File: config.mk
export PLATFORM = sky130hd
export DESIGN_NAME = game_flow_fsm
export DESIGN_NICKNAME = d
export VERILOG_FILES = /design/src/rtl/game_flow_fsm.sv
export SDC_FILE = /design/constraint.sdc
export NUM_CORES = 1
export LEC_CHECK = 0
export CORE_ASPECT_RATIO = 1.25
export CORE_MARGIN = 1
export CORE_UTILIZATION = 45
export CTS_BUF_LIST = sky130_fd_sc_hd__clkbuf_4
export DETAILED_ROUTE_END_ITERATION = 10
export PLACE_DENSITY = 0.77
export SYNTH_ARGS = -nofsm -noshare
export SYNTH_HDL_FRONTEND = slang
export SYNTH_SLANG_ARGS = --single-unit
File: constraint.sdc
create_clock -name clk -period 3.2 [get_ports clk]
set_clock_uncertainty 0.15 [all_clocks]
set_input_delay 0.48 -clock clk [delete_from_list [all_inputs] [get_ports clk]]
set_output_delay 0.48 -clock clk [all_outputs]
set_load 0.01 [all_outputs]
File: src/rtl/game_flow_fsm.sv
// Game-flow sequencer for whack-a-mole.
// Flow: menu -> timed countdown -> game <-> pause -> over.
// Restart and pause are touch-button regions that must be held before they count.
// The game-controller reset and enable are registered alongside the state.
module game_flow_fsm #(
    parameter int COORD_W         = 16,
    parameter int RST_X0          = 600,
    parameter int RST_Y0          = 400,
    parameter int RST_X1          = 760,
    parameter int RST_Y1          = 470,
    parameter int PSE_X0          = 600,
    parameter int PSE_Y0          = 300,
    parameter int PSE_X1          = 760,
    parameter int PSE_Y1          = 370,
    parameter int TOUCH_HOLD      = 100000,
    parameter int CYCLES_PER_TICK = 50000000,
    parameter int COUNTDOWN_TICKS = 3
) (
    input  logic               clk,
    input  logic               rst_n,
    input  logic               move_on,
    input  logic               tp_valid,
    input  logic [COORD_W-1:0] tp_x_coord,
    input  logic [COORD_W-1:0] tp_y_coord,
    input  logic               game_over,
    output logic [2:0]         state,
    output logic               game_rst_n,
    output logic               game_en,
    output logic [3:0]         countdown,
    output logic [1:0]         over_cause
);

    typedef enum logic [2:0] {
        S_MENU      = 3'd0,
        S_COUNTDOWN = 3'd1,
        S_GAME      = 3'd2,
        S_PAUSE     = 3'd3,
        S_OVER      = 3'd4
    } state_t;

    localparam logic [1:0] CAUSE_NONE  = 2'd0;
    localparam logic [1:0] CAUSE_OVER  = 2'd1;
    localparam logic [1:0] CAUSE_ABORT = 2'd2;

    // The hold counter only needs to reach TOUCH_HOLD, where it saturates.
    localparam int HOLD_W = (TOUCH_HOLD > 1) ? $clog2(TOUCH_HOLD + 1) : 1;
    localparam int TICK_W = (CYCLES_PER_TICK > 1) ? $clog2(CYCLES_PER_TICK) : 1;

    localparam logic [HOLD_W-1:0] HOLD_MAX  = HOLD_W'(TOUCH_HOLD);
    localparam logic [HOLD_W-1:0] HOLD_FIRE = HOLD_W'(TOUCH_HOLD - 1);
    localparam logic [TICK_W-1:0] TICK_LAST = TICK_W'(CYCLES_PER_TICK - 1);
    localparam logic [3:0]        CD_LOAD   = 4'(COUNTDOWN_TICKS);

    // Region 0 is restart, region 1 is pause.
    localparam int NUM_REGIONS = 2;
    localparam int REGION_RESTART = 0;
    localparam int REGION_PAUSE   = 1;

    state_t             state_reg, state_next;
    logic [3:0]         countdown_reg, countdown_next;
    logic [1:0]         over_cause_reg, over_cause_next;
    logic [TICK_W-1:0]  tick_reg, tick_next;
    logic               game_rst_n_reg, game_rst_n_next;
    logic               game_en_reg, game_en_next;

    logic [NUM_REGIONS-1:0] press;

    // ------------------------------------------------------------------
    // Touch regions: each has its own hold counter. A press fires once on
    // the edge that completes TOUCH_HOLD consecutive qualifying cycles; the
    // counter then saturates, so it cannot fire again until it is cleared by
    // a non-qualifying cycle.
    // ------------------------------------------------------------------
    genvar gi;
    generate
        for (gi = 0; gi < NUM_REGIONS; gi++) begin : g_region
            localparam logic [COORD_W-1:0] X0 =
                COORD_W'((gi == REGION_RESTART) ? RST_X0 : PSE_X0);
            localparam logic [COORD_W-1:0] Y0 =
                COORD_W'((gi == REGION_RESTART) ? RST_Y0 : PSE_Y0);
            localparam logic [COORD_W-1:0] X1 =
                COORD_W'((gi == REGION_RESTART) ? RST_X1 : PSE_X1);
            localparam logic [COORD_W-1:0] Y1 =
                COORD_W'((gi == REGION_RESTART) ? RST_Y1 : PSE_Y1);

            logic              qualify;
            logic [HOLD_W-1:0] hold_reg, hold_next;

            // Strict inequalities: the rectangle border itself does not count.
            always_comb begin
                qualify = tp_valid
                          && (tp_x_coord > X0) && (tp_x_coord < X1)
                          && (tp_y_coord > Y0) && (tp_y_coord < Y1);
            end

            // Saturating hold counter, cleared on any non-qualifying cycle.
            always_comb begin
                hold_next = hold_reg;
                if (!qualify) begin
                    hold_next = '0;
                end else if (hold_reg != HOLD_MAX) begin
                    hold_next = hold_reg + 1'b1;
                end
            end

            // Hold counter register.
            always_ff @(posedge clk) begin
                if (!rst_n) begin
                    hold_reg <= '0;
                end else begin
                    hold_reg <= hold_next;
                end
            end

            // Press strobe: the qualifying cycle that completes the hold.
            always_comb begin
                press[gi] = qualify && (hold_reg == HOLD_FIRE);
            end
        end
    endgenerate

    // ------------------------------------------------------------------
    // Next-state, countdown and cause logic; registered outputs are derived
    // from the next state so they line up with the state register.
    // ------------------------------------------------------------------
    always_comb begin
        state_next      = state_reg;
        countdown_next  = countdown_reg;
        over_cause_next = over_cause_reg;
        tick_next       = '0;

        case (state_reg)
            S_MENU: begin
                if (move_on) begin
                    state_next      = S_COUNTDOWN;
                    countdown_next  = CD_LOAD;
                    over_cause_next = CAUSE_NONE;
                end
            end

            S_COUNTDOWN: begin
                if (move_on) begin
                    // Abort back to the menu; the key wins over a tick.
                    state_next     = S_MENU;
                    countdown_next = '0;
                end else if (tick_reg == TICK_LAST) begin
                    if (countdown_reg <= 4'd1) begin
                        state_next     = S_GAME;
                        countdown_next = '0;
                    end else begin
                        countdown_next = countdown_reg - 4'd1;
                    end
                end else begin
                    tick_next = tick_reg + 1'b1;
                end
            end

            S_GAME: begin
                if (game_over) begin
                    state_next      = S_OVER;
                    over_cause_next = CAUSE_OVER;
                end else if (move_on) begin
                    state_next      = S_OVER;
                    over_cause_next = CAUSE_ABORT;
                end else if (press[REGION_RESTART]) begin
                    state_next      = S_COUNTDOWN;
                    countdown_next  = CD_LOAD;
                    over_cause_next = CAUSE_NONE;
                end else if (press[REGION_PAUSE]) begin
                    state_next = S_PAUSE;
                end
            end

            S_PAUSE: begin
                // game_over is deliberately ignored while paused.
                if (press[REGION_RESTART]) begin
                    state_next      = S_COUNTDOWN;
                    countdown_next  = CD_LOAD;
                    over_cause_next = CAUSE_NONE;
                end else if (move_on || press[REGION_PAUSE]) begin
                    state_next = S_GAME;
                end
            end

            S_OVER: begin
                // over_cause is kept for display until the next game starts.
                if (move_on) begin
                    state_next = S_MENU;
                end
            end

            default: begin
                // Unreachable encodings recover to a clean menu.
                state_next      = S_MENU;
                countdown_next  = '0;
                over_cause_next = CAUSE_NONE;
            end
        endcase

        game_rst_n_next = !((state_next == S_MENU) || (state_next == S_COUNTDOWN));
        game_en_next    = (state_next == S_GAME);
    end

    // State and registered output update; reset overrides everything.
    always_ff @(posedge clk) begin
        if (!rst_n) begin
            state_reg      <= S_MENU;
            countdown_reg  <= '0;
            over_cause_reg <= CAUSE_NONE;
            tick_reg       <= '0;
            game_rst_n_reg <= 1'b0;
            game_en_reg    <= 1'b0;
        end else begin
            state_reg      <= state_next;
            countdown_reg  <= countdown_next;
            over_cause_reg <= over_cause_next;
            tick_reg       <= tick_next;
            game_rst_n_reg <= game_rst_n_next;
            game_en_reg    <= game_en_next;
        end
    end

    assign state      = state_reg;
    assign countdown  = countdown_reg;
    assign over_cause = over_cause_reg;
    assign game_rst_n = game_rst_n_reg;
    assign game_en    = game_en_reg;

endmodule

==> results.md, run 1 <==
- WS Path Type: in -> reg
- CTS tree: built
- Crit Path Max Fanout: 7
- Final Cell Area: 4380 um2
- Clk root buf: clkbuf_4
- Site row count: 36
- Die X-Extent: 82.8 um
- Core Area: 7840 um2
- Vias in the first global route: 3206
- Worst-path clk slew: 110 ps
- Fin nets: 539
- Yosys reg bits: 71
- Maximum VDD drop: 0.000184 V
- CTS Buffer Depth: 2
- Post-route ant nets: 0
- Via count: 3306
- IO Count: 48
- Worst Tran Pin Value: 673 ps
- Period minus WS final: 2650 ps
- Final estimated routing congestion in global placement: 0.830
- Top-count cell post-synth: nor2_1
- Syn Nets: 484
- Worst r2r src: g_region[0].hold_reg[0]
- Dpl ws: 123 ps
- Largest net degree at the start of global routing: 18
- # setup viols final: 0
- CTS resizes: 0
- Fin crit share: 83.0%
- Post-Route WL: 7970 um
- Post-route DRC: 0
- Slew headroom: 54.7%
- Async S/R FF share, synth: 0%
- PnR worst setup slack: 546 ps
- IO buf count: 47
- Initial Util: 46.8%
- Number of flops mapped to enable cells by yosys: 0
- Via density: 5.57
- Post-DP Area: 4270 um2
- Crit path launch: tp_y_coord[3]
- Netlist cell types: 49
- Register area: 1420 um2
- Ys Warns: 0
- Setup repair bufs after CTS: 0
- Layout cells sized above 1: 5.61%
- Syn_area_per_cell: 8.34 um2
- Status: completed
- Largest area contributor in the netlist: dfxtp_1
- First-pass GRT wire length: 13300 um
- Worst R2R Setup Slack: 750 ps
- DRT Pass-1 Iters: 4
- N_diodes: 0
- DR iter-0 viols: 146
- Leakage: 0.00140 uW
- Filler cells: 733
- Crit path launch type: input pin
- CTS H-Tree Depth: 3
- Final hold viol count: 0
- MaxCap Viol Count: 0
- Initial antenna violation count: 0
- Gr ovfl total: 0
- Setup TNS: 0 ps
- CTS Buf Count: 9
- Synth Flop Type: dfxtp_1
- P per Cell Area: 340 nW/um2
- Final std cells w/o fill: 594
- Area share of the largest cell type after synthesis: 38.7%
- Area Growth Syn to Fin: 19.2%
- Die Y: 103 um
- Hold path start: tick_reg[0]
- Clk sink count: 71
- Post-CTS Hold Buffers: 0
- Max frequency: 377 MHz
- RSZ-0062 raised after global routing: no
- Data required, critical path: 3410 ps
- Syn Inst Count: 440
- Skew-Pair Late Insertion Delay: 410 ps
- Sequential fraction of the synthesis area: 38.7%
- GRT Total Usage: 20.4%
- Die Area: 8530 um2
- CP endpoint kind: flop
- Multi-input gate area: 2150 um2
- CP arrival: 2860 ps
- Final Slew Violations: 0
- Mapped Area: 3670 um2
- Max reg flops: 34
- Commonest cells in the synthesized netlist: 75 x nor2_1, 71 x dfxtp_1, 34 x xor2_1
- Post-DP HPWL: 6040 um
- Worst Hold Class: reg -> reg
- Routed length per instance: 13.4 um
- Tot Pwr: 1490 uW
- Synth area leaders: dfxtp_1 39%, xor2_1 8.1%, nor2_1 7.7%
- DP Cell Count: 579
==> layer usage <==
metal | wire, um | track usage [%]
met5 | 0 | 0
met2 | 4150 | 36.9
met3 | 349 | 5.66
met1 | 3360 | 21.8
met4 | 109 | 8.62
==> path summary, 6_finish.rpt <==
path / end / depth (start not counted)
setup / recovery: game_en / 7
hold / removal: tick_reg[0] / 1
setup reg to reg: countdown[3] / 6
hold reg to reg: tick_reg[0] / 1
==> power breakdown <==
part           switching (uW)  total, uW  internal (uW)
Clock                     306        475            169
Sequential               6.55        894            887
Combinational            52.1        120           67.5
==> layout make-up <==
class / instances / share of cell area, %
repair buffers: 53 / 11.8
flip-flops and latches: 71 / 32.5
inverters: 16 / 1.37
clock buffers: 11 / 1.89
clock inverters: 4 / 0.543
multi-input cells: 344 / 49.2
well taps: 95 / 2.72
==> stage by stage <==
step / hold slack, ps / util [%]
6_report: 318 / 55.8
5_1_grt: 369 / 55.8
4_1_cts: 326 / 55.8
3_5_place_dp: 299 / 54.5
3_3_place_gp: 290 / 54.5
2_1_floorplan: 276 / -
==> kinds of logic after synthesis <==
group | count (synthesis) | share of synthesized area [%]
mux | 3 | 0.818
simple gates | 236 | 33.1
fa+ha+maj | 7 | 2.39
xor+xnor | 52 | 12.4
buf+inv | 25 | 2.59
compound gates | 46 | 9.99
flops | 71 | 38.7
==> cells in the final DEF (no fill, tap or decap), drive strengths merged, types with 7 or more instances in the layout <==
cell | synthesis | final
nor2 | 75 | 75
dfxtp | 71 | 71
clkdlybuf4s50 | 0 | 47
xor2 | 34 | 34
nand2 | 32 | 32
nand3 | 31 | 31
xnor2 | 18 | 18
inv | 16 | 16
nand4 | 15 | 15
nor3 | 14 | 14
clkbuf | 8 | 11
o21ai | 10 | 10
and3 | 9 | 9
nand2b | 9 | 9
a21oi | 8 | 8
nor4 | 8 | 8
nor2b | 8 | 8
nor4b | 8 | 8
ha | 7 | 7
==> critical path, cell delays in order <==
cell and delay (ps):
clkdlybuf4s50_1 500, or4_1 570, a211oi_2 270, a2111oi_2 120
a311oi_4 440, o2111ai_2 210, and3b_1 270
Power figures use the tool's default switching activity.
==> run 2: changes to the inputs <==
clock period = 2.8 ns   (was 3.2 ns; I/O delays follow)
==> results.md, run 2 (synthesis gave the netlist of run 1 again) <==
- Status: completed
- Hold EP: tick_reg[0]
- Cell depth of the worst hold path: 1 (unchanged)
- Max frequency: 417 MHz
- P per Cell Area: 406 nW/um2 (+19%)
- Die Y: 103 um (unchanged)
- Site row count: 36 (unchanged)
- Worst r2r src: g_region[1].hold_reg[9]
- CP endpoint kind: flop
- Comb pwr share: 7.8% (-0.2 points)
- IO buf count: 47 (unchanged)
- CP arrival: 2640 ps (-220 ps)
- Commonest non-fill, non-tap cell in the layout: nor2_1
- R2R cell count: 6 (unchanged)
- Via count: 3322 (+0.48%)
- Final hold viol count: 0 (unchanged)
- Reg2reg end: game_en
- GRT busiest layer: met2
- Maximum VDD drop: 0.000277 V (+50%)
- CTS resizes: 0 (unchanged)
- Switch Pwr: 454 uW (+25%)
- Commonest non-fill, non-tap cells in the layout: 75 x nor2_1, 71 x dfxtp_1, 47 x clkdlybuf4s50_1
- Post-Route WL: 8080 um (+1.4%)
- Clk sink count: 71 (unchanged)
- Gr ovfl total: 0 (unchanged)
- GR Util met1: 23.2% (+1.4 points)
- Crit Path Max Fanout: 6 (-1)
- Met2 Track Usage GR: 35.8% (-1.1 points)
- Worst R2R Setup Slack: 490 ps (-260 ps)
- Max reg flops: 34 (unchanged)
- Post-route DRC: 0 (unchanged)
- Die Area: 8530 um2 (unchanged)
- GRT Total Usage: 20.8% (+0.44 points)
- Fin crit share: 85.7%
- Clk root buf: clkbuf_4
- Final estimated routing congestion in global placement: 0.827 (-0.41%)
- MaxCap Viol Count: 0 (unchanged)
- RSZ-0062 raised after global routing: no
- Via density: 5.46 (-1.8%)
- Routed length per instance: 13.3 um (-0.94%)
- # setup viols final: 0 (unchanged)
- IO Count: 48 (unchanged)
- First-pass GRT wire length: 13600 um (+2.0%)
- WS Path Type: in -> reg
- Int Pwr: 1370 uW (+22%)
- Sw frac: 24.8% (+0.36 points)
- Hold path start: tick_reg[0]
- DR iter-0 viols: 154 (+5.5%)
- Period minus WS final: 2400 ps
- Final Util: 57.5% (+1.6 points)
- Worst-path clk slew: 110 ps (about the same)
- Initial Util: 46.8% (unchanged)
- PnR worst setup slack: 401 ps (-145 ps)
- Met3 usage: 5.13% (-0.53 points)
- Setup TNS: 0 ps (unchanged)
- DRT Pass-1 Iters: 4 (unchanged)
- Clock network power share: 36.4% (+4.5 points)
- Leakage: 0.00147 uW (+5.2%)
- CTS tree: built
- Largest net degree at the start of global routing: 18 (unchanged)
- CTS H-Tree Depth: 3 (unchanged)
- Area Growth Syn to Fin: 22.7%
- Worst Tran Pin Value: 578 ps (-95.1 ps)
- Core Area: 7840 um2 (unchanged)
- CTS Buffer Depth: 2 (unchanged)
- Layout cells sized above 1: 7.99% (+2.4 points)
- Post-DP HPWL: 6010 um (-0.47%)
- Data required, critical path: 3040 ps (-370 ps)
- Sequential fraction of design power: 55.9% (-4.1 points)
- Slew headroom: 61.4% (+6.6 points)
- Post-route ant nets: 0 (unchanged)
- N_diodes: 0 (unchanged)
- CTS Buf Count: 9 (unchanged)
- Worst Hold Class: reg -> reg
- Initial antenna violation count: 0 (unchanged)
- Setup repair bufs after CTS: 0 (unchanged)
- Crit path launch type: input pin
- Skew-Pair Late Insertion Delay: 450 ps (+40 ps)
- Die X-Extent: 82.8 um (unchanged)
- Post-CTS Hold Buffers: 0 (unchanged)
- Vias in the first global route: 3222 (+0.50%)
- Dpl ws: -19.2 ps (-142 ps)
- Fin nets: 552 (+2.4%)
- Final Slew Violations: 0 (unchanged)
[run 2: cell count changes in the layout (fill, tap and decap cells not counted)]
cell,before,now
buf_4,6,19
bufinv_16,0,1
clkbuf_4,11,10
clkinv_1,1,2
clkinv_2,1,0
clkinv_4,0,1
[run 2: power groups by stage]
stage	Clock, uW	Combinational [uW]	Sequential, uW
3_3_place_gp	0	138	1040
4_1_cts	676	142	1020
3_5_place_dp	0	142	1040
6_report	664	142	1020
5_1_grt	726	156	1020
2_1_floorplan	0	54.8	1040
[run 2: final cells by class]
cell class / instances / area [um2]
fillers: 720 / 3330
multi-input cells: 344 / 2150
flip-flops and latches: 71 / 1420
repair buffers: 66 / 613
well taps: 95 / 119
clock buffers: 10 / 75.1
clock inverters: 6 / 61.3
inverters: 16 / 60.1
[run 2: worst max-delay path by stage]
stage	end	cells past startpoint	from
after CTS	game_rst_n	8	tp_y_coord[3]
after floorplan	countdown[3]	6	tp_x_coord[15]
after global routing	game_rst_n	8	tp_y_coord[3]
after global placement	game_en	7	tp_y_coord[3]
after detailed placement	game_en	7	tp_y_coord[3]
final	game_rst_n	8	tp_y_coord[3]
[run 2: routing by layer]
metal | wire, um | part of all wire (%) | vias to the layer above
met3 | 381 | 4.7 | 10
met1 | 3590 | 44 | 1559
met2 | 3990 | 49 | 69
met5 | 0 | 0 | -
li1 | - | - | 1684
met4 | 113 | 1.4 | 0
[run 2: stage by stage]
stage	total power (uW)	cells	hold WS [ps]	cell area (um2)
finish	1830	608	322	4500
CTS	1840	608	329	4500
floorplan	1100	440	276	3670
global route	1910	608	382	4500
global placement	1180	592	291	4370
detailed placement	1190	592	303	4370
[run 2: worst max-delay path, stage by stage]
cell and delay [ps]:
clkdlybuf4s50_1 440, or4_1 550, a211oi_2 260, a2111oi_2 110
a311oi_4 400, o2111ai_2 190, buf_4 190, nand2b_1 60
==> run 3: changes to the inputs <==
CORE_MARGIN = 5   (was 1)
==> results.md, run 3 (synthesis gave the netlist of run 1 again) <==
- P per Cell Area: 437 nW/um2 (+7.7%)
- Post-route DRC: 0 (unchanged)
- # setup viols final: 0 (unchanged)
- Commonest non-fill, non-tap cell in the layout: nor2_1
- CP endpoint kind: flop
- Crit path launch type: input pin
- Die Area: 10100 um2 (+18%)
- Area Growth Syn to Fin: 23.7%
- Setup repair bufs after CTS: 0 (unchanged)
- Commonest non-fill, non-tap cells in the layout: 75 x nor2_1, 71 x dfxtp_1, 47 x clkdlybuf4s50_1
- Clk sink count: 71 (unchanged)
- Worst path max stage delay: 630 ps (+80 ps)
- Worst-path clk slew: 100 ps (about the same)
- Initial Util: 46.6% (-0.27 points)
- Top delay family on crit path: compound AO/OA/AOI/OAI gates
- Tot Pwr: 1980 uW (+8.6%)
- GRT Total Usage: 16.1% (-4.8 points)
- Crit Path Max Fanout: 6 (unchanged)
- MaxCap Viol Count: 0 (unchanged)
- Status: completed
- Post-Route WL: 8150 um (+0.94%)
- N_diodes: 0 (unchanged)
- Layout cells sized above 1: 7.84% (-0.15 points)
- Multi-input gate area: 2150 um2 (unchanged)
- Final estimated routing congestion in global placement: 0.844 (+2.1%)
- Fin nets: 549 (-0.54%)
- CTS tree: built
- Critical path depth: 7 (-1)
- PnR worst setup slack: 388 ps (-13.0 ps)
- Buf/Inv on CP: 1 (-1)
- CTS resizes: 0 (unchanged)
- Via density: 5.51 (+0.86%)
- Cell depth of the worst hold path: 1 (unchanged)
- IO buf count: 47 (unchanged)
- R2R cell count: 7 (+1)
- Post-DP HPWL: 6210 um (+3.4%)
- Largest net degree at the start of global routing: 27 (+9)
- Final Slew Violations: 0 (unchanged)
- Core Area: 7880 um2 (+0.57%)
- CTS H-Tree Depth: 3 (unchanged)
- Fin crit share: 86.2% (+0.46 points)
- Filler cells: 710 (-1.4%)
- IO Count: 48 (unchanged)
- Dpl ws: -6.92 ps (+12.3 ps)
- Site row count: 36 (unchanged)
- RSZ-0062 raised after global routing: no
- WS Path Type: in -> reg
- First-pass GRT wire length: 13700 um (+1.1%)
- Die X-Extent: 90.8 um (+9.7%)
- Slew headroom: 58.0% (-3.4 points)
- Final Cell Area: 4540 um2 (+0.83%)
- CTS Buffer Depth: 2 (unchanged)
- DRT Pass-1 Iters: 4 (unchanged)
- Hold Slack: 315 ps (-6.31 ps)
- Skew-Pair Late Insertion Delay: 400 ps (-50 ps)
- Maximum VDD drop: 0.000248 V (-10%)
- CP arrival: 2560 ps (-80 ps)
- Gr ovfl total: 0 (unchanged)
- Post-DP Area: 4360 um2 (-0.23%)
- Die Y: 111 um (+7.8%)
- Leakage: 0.00149 uW (+1.8%)
- Post-CTS Hold Buffers: 0 (unchanged)
- Register area: 1420 um2 (unchanged)
- Critical-path top delay cell: a2111oi_2
- Post-route ant nets: 0 (unchanged)
- Max frequency: 415 MHz (-0.54%)
- Vias in the first global route: 3202 (-0.62%)
- Initial antenna violation count: 0 (unchanged)
- Data required, critical path: 2950 ps (-90 ps)
- Worst Hold Class: reg -> reg
- Period minus WS final: 2410 ps (+13.0 ps)
- Clk root buf: clkbuf_4
- Final hold viol count: 0 (unchanged)
- CP Cell Sequence: clkdlybuf4s50_1, or4_1, a211oi_2, a2111oi_2, a311oi_4, o31a_1, o21a_1
- Max reg flops: 34 (unchanged)
- Routed length per instance: 13.5 um (+1.4%)
- Via count: 3334 (+0.36%)
- Worst Tran Pin Value: 629 ps (+51.4 ps)
- CTS Buf Count: 9 (unchanged)
- Final Util: 57.6% (+0.15 points)
- DR iter-0 viols: 103 (-33%)
run 3: cell count changes in the layout (fill, tap and decap cells not counted):
cell,change
clkinv_1,-2
bufinv_16,+2
buf_12,+1
clkinvlp_4,-2
clkinv_2,+2
buf_4,-4
run 3: report_power, final:
part	leakage, uW	total, uW	internal, uW	switching (uW)
Clock	0.000100	821	461	360
Combinational	0.000822	142	80.9	61.3
Sequential	0.000572	1020	1010	7.30
Total	0.00149	1980	1560	429
run 3: per-stage QoR:
step           std cells  TNS (ps)
2_1_floorplan        440         0
3_3_place_gp         589         0
3_5_place_dp         589     -6.92
4_1_cts              605         0
5_1_grt              605         0
6_report             605         0
run 3: worst paths after layout:
kind	startpoint	end	slack [ps]
min reg2reg	tick_reg[0]	tick_reg[0]	320
max reg2reg	g_region[0].hold_reg[0]	countdown[3]	480
max	tp_y_coord[1]	countdown[3]	390
min	tick_reg[0]	tick_reg[0]	320
run 3: per-layer routing:
layer / GRT usage, % / wire, um / part of all wire, %
met5: 0 / 0 / 0
met3: 3.67 / 382 / 4.7
met4: 5.58 / 104 / 1.3
met1: 19.5 / 3660 / 45
met2: 27.6 / 4000 / 49
run 3: area by class of cell:
type                       instances  area share, %
multi-input combinational        344           47.4
sequential                        71           31.3
clock inverter                     6           2.40
tap                               95           2.62
inverter                          16           1.32
timing repair buffer              63           13.3
clock buffer                      10           1.65
==> patch (flow settings as in run 3) <==
Set the parameter `CYCLES_PER_TICK` to 25000000 (it was 50000000).
--- a/src/rtl/game_flow_fsm.sv
+++ b/src/rtl/game_flow_fsm.sv
@@ -15,3 +15,3 @@
     parameter int TOUCH_HOLD      = 100000,
-    parameter int CYCLES_PER_TICK = 50000000,
+    parameter int CYCLES_PER_TICK = 25000000,
     parameter int COUNTDOWN_TICKS = 3
Check against the original RTL: same outputs for any inputs over 10 cycles, from zero or initial values and one cycle with rst_n low; that may be too few to reach the edited logic, so the function may still have changed.
==> patch against run 3 <==
- synthesized area shrank 4.9%
- wire length down 11%
- non-clock buffer count is 9 lower
- sequential cell count is 1 lower
- setup slack got worse by 0.080 ns
- critical path type is now flip-flop to flip-flop
- design area shrank 7.4%
- power is 13% lower
- highest routed layer unchanged
==> patch: results (changes against run 3) <==
- Largest delay share family, worst path: simple AND/OR/NAND/NOR gates
- Buffer depth of the longest clock path: 2 (unchanged)
- Proportion of layout cells with a drive suffix above 1: 0.0591 (-0.0194)
- Fraction of the yosys area taken by sequential cells: 0.401 (+0.0142)
- Wire length of the first global-routing pass: 12.8 mm (-7.0%)
- Total nets after synthesis: 475 (-1.9%)
- Detailed-route wire length: 7.25 mm (-11%)
- Clock Pin Slew Worst Setup and Hold Paths: 0.13 ns (+0.03 ns)
- Worst hold margin: 0.327 ns (+0.0115 ns)
- Final estimated routing congestion in global placement: 0.840 (-0.50%)
- Insertion delay to the later sink of the worst-skew pair: 0.44 ns (+0.04 ns)
- Length of the first detailed-routing pass in iterations: 4 (unchanged)
- Iteration-0 DRC count of the detailed router: 106 (+2.9%)
- Half-perimeter wire length after placement: 5.49 mm (-12%)
- Worst Hold Launch: tick_reg[0]
- Leading cell types by count after synthesis: sky130_fd_sc_hd__nor2_1, sky130_fd_sc_hd__dfxtp_1, sky130_fd_sc_hd__nand2_1, sky130_fd_sc_hd__xor2_1, sky130_fd_sc_hd__nand3_1
- Worst reg2reg startpoint: g_region[0].hold_reg[6]
- Pin count of the biggest net entering global routing: 26 (-3.7%)
- Kind of critical path: flip-flop to flip-flop
- Net count of the finished layout: 530 (-3.5%)
- Maximum ir drop on the vdd rail: 222 uV (-11%)
- Result of the run: finished clean
- Distinct cells, synth: 45 (-8.2%)
- Static leakage: 1.37 nW (-8.6%)
- Remaining max-slew budget at the tightest pin: 0.566 (-0.0141)
- Number of vias in the routed layout: 3,109 (-6.7%)
- Cell with the biggest individual delay on the critical path: sky130_fd_sc_hd__or4_1
- Critical R2R Capture: countdown[1]
- H-tree Lvls: 3 (unchanged)
- Worst-case reg-to-reg path depth: 8 (+1)
- Reg2Reg Setup Slack: 0.31 ns (-0.17 ns)
- Worst Path Max Fanout: 4 (-2)
- Flip-flop count of the largest register, all copies and words added: 34 (unchanged)
- Delay of the slowest cell on the worst path: 0.42 ns (-0.21 ns)
- Global Route Usage Sum: 0.163 (+0.00269)
- Dominant cells by area after synthesis: sky130_fd_sc_hd__dfxtp_1, sky130_fd_sc_hd__nor2_1, sky130_fd_sc_hd__xor2_1, sky130_fd_sc_hd__xnor2_1, sky130_fd_sc_hd__nand3_1
patch: cells by family after synthesis:
family	Yosys count	synth area share
fa+ha+maj	7	0.0251
xor+xnor	50	0.125
compound gates	39	0.0706
mux	5	0.0151
buf+inv	31	0.0341
flops	70	0.401
simple gates	229	0.328
patch: layout make-up:
type | count | area, sq um
multi-input combinational | 330 | 1970
clock buffer | 9 | 67.6
sequential | 70 | 1400
clock inverter | 7 | 47.5
inverter | 21 | 78.8
timing repair buffer | 54 | 523
tap | 95 | 119
fill | 709 | 3490
patch: where the power goes:
part	leakage (nW)	total, mW	internal [mW]	switching [mW]
logic	0.738	0.143	0.0804	0.0623
clock network	0.0641	0.566	0.184	0.382
registers	0.564	1.01	1.00	0.00833
patch: stage by stage:
step           std cells  setup WS, ns   util  cell area (sq um)
2_1_floorplan        431         0.578      -               3490
3_3_place_gp         570         0.231  0.531               4090
3_5_place_dp         570         0.149  0.531               4090
4_1_cts              586         0.293  0.546               4210
5_1_grt              586         0.103  0.546               4210
6_report             586         0.307  0.546               4210
patch: how the worst min path moves through the flow:
stage / to / depth (start not counted)
floorplan: tick_reg[0] / 1
global route: tick_reg[0] / 1
global placement: tick_reg[0] / 1
finish: tick_reg[0] / 1
CTS: tick_reg[0] / 1
detailed placement: tick_reg[0] / 1
patch: worst reg2reg max path, cell delays in order (launching register included):
cell and delay [ns]:
sky130_fd_sc_hd__dfxtp_1 0.37, sky130_fd_sc_hd__nand4bb_1 0.17, sky130_fd_sc_hd__or4_1 0.42, sky130_fd_sc_hd__nor4b_2 0.31
sky130_fd_sc_hd__and4bb_1 0.27, sky130_fd_sc_hd__a31oi_1 0.09, sky130_fd_sc_hd__buf_4 0.17, sky130_fd_sc_hd__nor3_4 0.26
sky130_fd_sc_hd__mux2i_1 0.21
patch: layer usage:
metal	GRT usage	vias to the layer above	wire, um
met5	0	-	0
li1	-	1604	-
met3	0.0236	15	273
met4	0.0767	0	174
met2	0.300	58	3810
met1	0.180	1432	2990
